--- src/rtl/bram_read_arbiter.sv ---
// Shares one BRAM read port between the coprocessor (priority) and host requesters,
// with host starvation guard. Optional perf counters under BRAM_ARB_PERF_EN.
module bram_read_arbiter #(
  parameter int DATA_WIDTH       = 80,
  parameter int ADDR_WIDTH       = 9,
  parameter int STARVE_LIMIT     = 8,
  parameter int STARVE_CNT_WIDTH = 4
) (
  input  logic                  clk,
  input  logic                  rst_n,
  input  logic                  cp_req_valid,
  output logic                  cp_req_ready,
  input  logic [ADDR_WIDTH-1:0] cp_req_addr,
  output logic                  cp_rsp_valid,
  input  logic                  cp_rsp_ready,
  output logic [DATA_WIDTH-1:0] cp_rsp_data,
  input  logic                  host_req_valid,
  output logic                  host_req_ready,
  input  logic [ADDR_WIDTH-1:0] host_req_addr,
  output logic                  host_rsp_valid,
  input  logic                  host_rsp_ready,
  output logic [DATA_WIDTH-1:0] host_rsp_data,
  input  logic                  host_only,
  output logic [ADDR_WIDTH-1:0] mem_r_addr,
  output logic                  mem_r_valid,
  input  logic [DATA_WIDTH-1:0] mem_r_data,
`ifdef BRAM_ARB_PERF_EN
  input  logic                  cnt_clr,
  output logic [31:0]           cp_grant_cnt,
  output logic [31:0]           host_grant_cnt,
  output logic [31:0]           stall_cnt,
`endif
  output logic                  busy
);

  localparam logic [STARVE_CNT_WIDTH-1:0] STARVE_LIM = STARVE_CNT_WIDTH'(STARVE_LIMIT);

  logic                        inflight_cp, inflight_host;
  logic                        hold_valid_cp, hold_valid_host;
  logic [DATA_WIDTH-1:0]       hold_data_cp, hold_data_host;
  logic [STARVE_CNT_WIDTH-1:0] host_wait;

  logic drain_cp, drain_host, slot_ok_cp, slot_ok_host;
  logic elig_cp, elig_host, grant_cp, grant_host;

  assign cp_rsp_valid   = inflight_cp | hold_valid_cp;
  assign host_rsp_valid = inflight_host | hold_valid_host;
  assign drain_cp       = cp_rsp_valid & cp_rsp_ready;
  assign drain_host     = host_rsp_valid & host_rsp_ready;
  assign slot_ok_cp     = ~cp_rsp_valid | drain_cp;
  assign slot_ok_host   = ~host_rsp_valid | drain_host;

  // Grants are gated by rst_n so every output is 0 while reset is held.
  assign elig_cp   = rst_n & cp_req_valid & slot_ok_cp & ~host_only;
  assign elig_host = rst_n & host_req_valid & slot_ok_host;

  always_comb begin
    grant_cp   = 1'b0;
    grant_host = 1'b0;
    if (elig_cp && elig_host) begin
      if (host_wait >= STARVE_LIM) grant_host = 1'b1;
      else                         grant_cp   = 1'b1;
    end else begin
      grant_cp   = elig_cp;
      grant_host = elig_host;
    end
  end

  assign cp_req_ready   = grant_cp;
  assign host_req_ready = grant_host;
  assign mem_r_valid    = grant_cp | grant_host;
  assign mem_r_addr     = grant_cp   ? cp_req_addr   :
                          grant_host ? host_req_addr : '0;

  assign cp_rsp_data   = hold_valid_cp   ? hold_data_cp   :
                         inflight_cp     ? mem_r_data     : '0;
  assign host_rsp_data = hold_valid_host ? hold_data_host :
                         inflight_host   ? mem_r_data     : '0;

  assign busy = inflight_cp | inflight_host | hold_valid_cp | hold_valid_host;

  always_ff @(posedge clk or negedge rst_n) begin
    if (!rst_n) begin
      inflight_cp     <= 1'b0;
      inflight_host   <= 1'b0;
      hold_valid_cp   <= 1'b0;
      hold_valid_host <= 1'b0;
      hold_data_cp    <= '0;
      hold_data_host  <= '0;
    end else begin
      inflight_cp   <= grant_cp;
      inflight_host <= grant_host;
      // Unconsumed BRAM word must be captured now; mem_r_data is only valid one cycle.
      if (inflight_cp && !drain_cp) begin
        hold_valid_cp <= 1'b1;
        hold_data_cp  <= mem_r_data;
      end else if (drain_cp) begin
        hold_valid_cp <= 1'b0;
      end
      if (inflight_host && !drain_host) begin
        hold_valid_host <= 1'b1;
        hold_data_host  <= mem_r_data;
      end else if (drain_host) begin
        hold_valid_host <= 1'b0;
      end
    end
  end

  always_ff @(posedge clk or negedge rst_n) begin
    if (!rst_n) begin
      host_wait <= '0;
    end else if (grant_host || !host_req_valid) begin
      host_wait <= '0;
    end else if (slot_ok_host && (host_wait != '1)) begin
      host_wait <= host_wait + 1'b1;
    end
  end

`ifdef BRAM_ARB_PERF_EN
  always_ff @(posedge clk or negedge rst_n) begin
    if (!rst_n) begin
      cp_grant_cnt   <= '0;
      host_grant_cnt <= '0;
      stall_cnt      <= '0;
    end else if (cnt_clr) begin
      cp_grant_cnt   <= '0;
      host_grant_cnt <= '0;
      stall_cnt      <= '0;
    end else begin
      if (grant_cp && (cp_grant_cnt != '1))     cp_grant_cnt   <= cp_grant_cnt + 1'b1;
      if (grant_host && (host_grant_cnt != '1)) host_grant_cnt <= host_grant_cnt + 1'b1;
      if ((cp_req_valid || host_req_valid) && !mem_r_valid && (stall_cnt != '1))
        stall_cnt <= stall_cnt + 1'b1;
    end
  end
`endif

endmodule
--- config.mk ---
export PLATFORM = sky130hd
export DESIGN_NAME = bram_read_arbiter
export DESIGN_NICKNAME = d
export VERILOG_FILES = /design/src/rtl/bram_read_arbiter.sv
export SDC_FILE = /design/constraint.sdc
export NUM_CORES = 1
export LEC_CHECK = 0
export CAP_MARGIN = 0
export CORE_ASPECT_RATIO = 0.9
export CORE_MARGIN = 2
export CORE_UTILIZATION = 44
export CTS_BUF_LIST = sky130_fd_sc_hd__clkbuf_4
export DETAILED_ROUTE_END_ITERATION = 10
export PLACE_DENSITY = 0.77
export SYNTH_ARGS = -nofsm -noshare
export SYNTH_HDL_FRONTEND = slang
export SYNTH_SLANG_ARGS = --single-unit
--- constraint.sdc ---
create_clock -name clk -period 1.85 [get_ports clk]
set_input_delay 0.37 -clock clk [delete_from_list [all_inputs] [get_ports clk]]
set_output_delay 0.37 -clock clk [all_outputs]
set_load 0.01 [all_outputs]
==> flow_summary.json <==
{
  "status": "complete, but fails checks",
  "violations": "setup timing",
  "relSlewSlack_pct": 50.6,
  "io_pins": 280,
  "drt-total-wl_um": 31900,
  "ant_nets": 0,
  "cp_slowest_cell": "dfrtp_1",
  "cellLeakagePower_nw": 6.65,
  "grt_pass1_wl_um": 43200,
  "drt_iter0_markers": 305,
  "synth.distinct_cells": 33,
  "path_cells": "nor2b_4 > buf_6 > buf_12 > buf_12 > a22o_1 > buf_2",
  "postLayoutCoreUtil_pct": 73.6,
  "grt_overflow": 0,
  "drive_gt1_share_pct": 60.2,
  "fin_ws_ns": -0.529,
  "stdcell_area_um2": 14000,
  "drc_errors": 0,
  "routabilityCongestion": 0.868,
  "antennaDiodeCount": 0,
  "hold_viol": 0,
  "cts_root_buf": "clkbuf_4",
  "die_area_um2": 20400,
  "worst_hold_slack_ns": 0.377,
  "skew_ns": 0.0269,
  "postSynth.asyncResetShare_pct": 100,
  "antenna_found_initial": 0,
  "fmax_ghz": 0.420,
  "fin_crit_sh_pct": 129,
  "io_buffer_count": 279,
  "clock_latency_ns": 0.58,
  "first_pass_iters": 4,
  "ys_ff_latch": 168,
  "cp_num_cells": 6,
  "dpl.hpwl_um": 17300,
  "rr_worst_depth": 5,
  "multi_input_comb_area_um2": 4740,
  "htreeDepth": 4,
  "area.sequential_um2": 4210,
  "slew_viol_final": 0,
  "synth_seq_area_share_pct": 49.6,
  "place_area_um2": 12300,
  "core_um2": 19000,
  "vias_per_cell": 5.66,
  "rsz0062_at_grt": "yes",
  "cts_sinks": 168,
  "max-cap-violations": 0,
  "synth_edf_count": 0,
  "crit_type": "reg -> out",
  "synth_ff_type": "dfrtp_1",
  "avgSynthCellArea_um2": 10.8,
  "placement_rows": 48,
  "die_y_um": 136,
  "cp_common_cell": "buf_12",
  "grt_pass1_vias": 7988,
  "cp-end-kind": "output port",
  "fin_crit_ns": 2.38,
  "pwr_density_cell_nw_per_um2": 739,
  "syn2layout_area_growth_pct": 65.4,
  "crit_buf_inv": 4,
  "slowest_delay_ns": 0.47,
  "start_kind": "register",
  "path_clk_slew_ns": 0.15,
  "synth_area_um2": 8470,
  "worstPathRequired_ns": 1.48,
  "grt_usage_pct": 27.5,
  "peakVddDrop_mv": 0.599,
  "wire_per_inst_um": 22.1,
  "crit_arrival_ns": 2.01,
  "numCtsBuffers": 17,
  "yosysWarnings": 0,
  "route.vias.total": 8187,
  "setup_viol": 175,
  "hold_path.class": "in -> async",
  "fillCellCount": 1272,
  "final_cell_mix": "dfrtp_1 (165), mux2_2 (160), buf_2 (138)",
  "critical-path-top-delay-family": "buffers and inverters",
  "synth_cells": 781,
  "syn_nets": 888,
  "final_common_cell": "dfrtp_1",
  "die_w_um": 150,
  "start_util_pct": 44.5,
  "crit_fanout": 6,
  "grt_max_degree": 63,
  "clockBufferDepth": 2,
  "cts_tree": "yes",
  "tightestPinTransition_ns": 0.740,
  "fin_nets": 1293
}
[final cells by class]
type / count / share of cell area (%)
repair buffers: 452 / 31.6
well taps: 250 / 2.23
clock inverters: 12 / 0.929
clock buffers: 17 / 0.911
multi-input cells: 532 / 33.9
flip-flops and latches: 168 / 30.1
inverters: 15 / 0.420
[registers in the layout, indices dropped and copies added (netlist names)]
name / count
host_wait: 4
inflight_cp: 1
hold_valid_cp: 1
hold_valid_host: 1
hold_data_cp: 80
hold_data_host: 80
inflight_host: 1
[logic make-up after synthesis]
logic type	Yosys count	share of synthesized area, %
flops	168	49.6
buf+inv	81	4.31
mux	160	21.3
fa+ha+maj	2	0.295
compound gates	179	15.2
simple gates	191	9.28
[metal layers]
layer	wire, um	vias to the layer above	global-route usage (%)
met5	0	-	0
met2	16300	363	47.1
met1	12100	4122	33.3
met3	2320	97	7.61
met4	1190	0	9.43
li1	-	3605	-
[per-stage QoR]
| step | instances | worst slack [ns] | setup TNS (ns) | power [mW] |
|---|---|---|---|---|
| 2_1_floorplan | 781 | 0.127 | 0 | 6.28 |
| 3_3_place_gp | 1348 | -0.691 | -36.79 | 7.67 |
| 5_1_grt | 1446 | -0.611 | -85.38 | 10.8 |
| 3_5_place_dp | 1348 | -0.797 | -41.69 | 7.79 |
| 6_report | 1446 | -0.529 | -70.11 | 10.4 |
| 4_1_cts | 1413 | -0.538 | -77.05 | 9.93 |
[worst paths after layout]
check / startpoint / endpoint / slack (ns)
max: inflight_host / host_rsp_data[53] / -0.53
min: rst_n / hold_valid_host / 0.38
max reg2reg: hold_valid_cp / host_wait[3] / 0.07
min reg2reg: hold_data_host[0] / hold_data_host[0] / 0.52
max in group asynchronous: rst_n / hold_data_host[1] / 0.22
min in group clk: rst_n / inflight_cp / 0.41
[worst reg2reg max path: stages, from the launching register on]
cell and delay, ns:
dfrtp_4 0.60, o21bai_4 0.21, clkbuf_4 0.21, buf_4 0.12
nand3_2 0.10, a2111oi_1 0.43
[power by group]
group          switching, mW  internal [mW]
clock                   1.35          0.779
sequential             0.555           4.49
combinational           1.37           1.81
total                   3.27           7.09
[cell usage after synthesis (3+ instances only)]
master,number,area (um2)
dfrtp_1,168,4200
nand2_1,161,604
mux2_2,160,1800
a22o_1,81,709
o21ai_0,81,405
buf_2,32,160
clkbuf_1,25,93.8
inv_1,14,52.6
nand3_1,11,55.1
o32ai_1,9,78.8
buf_1,5,18.8
buf_4,3,22.5
nor2_1,3,11.3
or2_2,3,18.8
[repair_timing]
item | in CTS | in global routing
endpoints found under the hold margin | 106 | 0
cloned | 14 | 18
setup buffers | 22 | 17
hold buffers | 2 | 0
pin swaps | 11 | 54
gates resized for setup | 785 | 353
endpoints found under the setup margin | 175 | 237
Note: power is estimated with default switching activity, not from simulation.
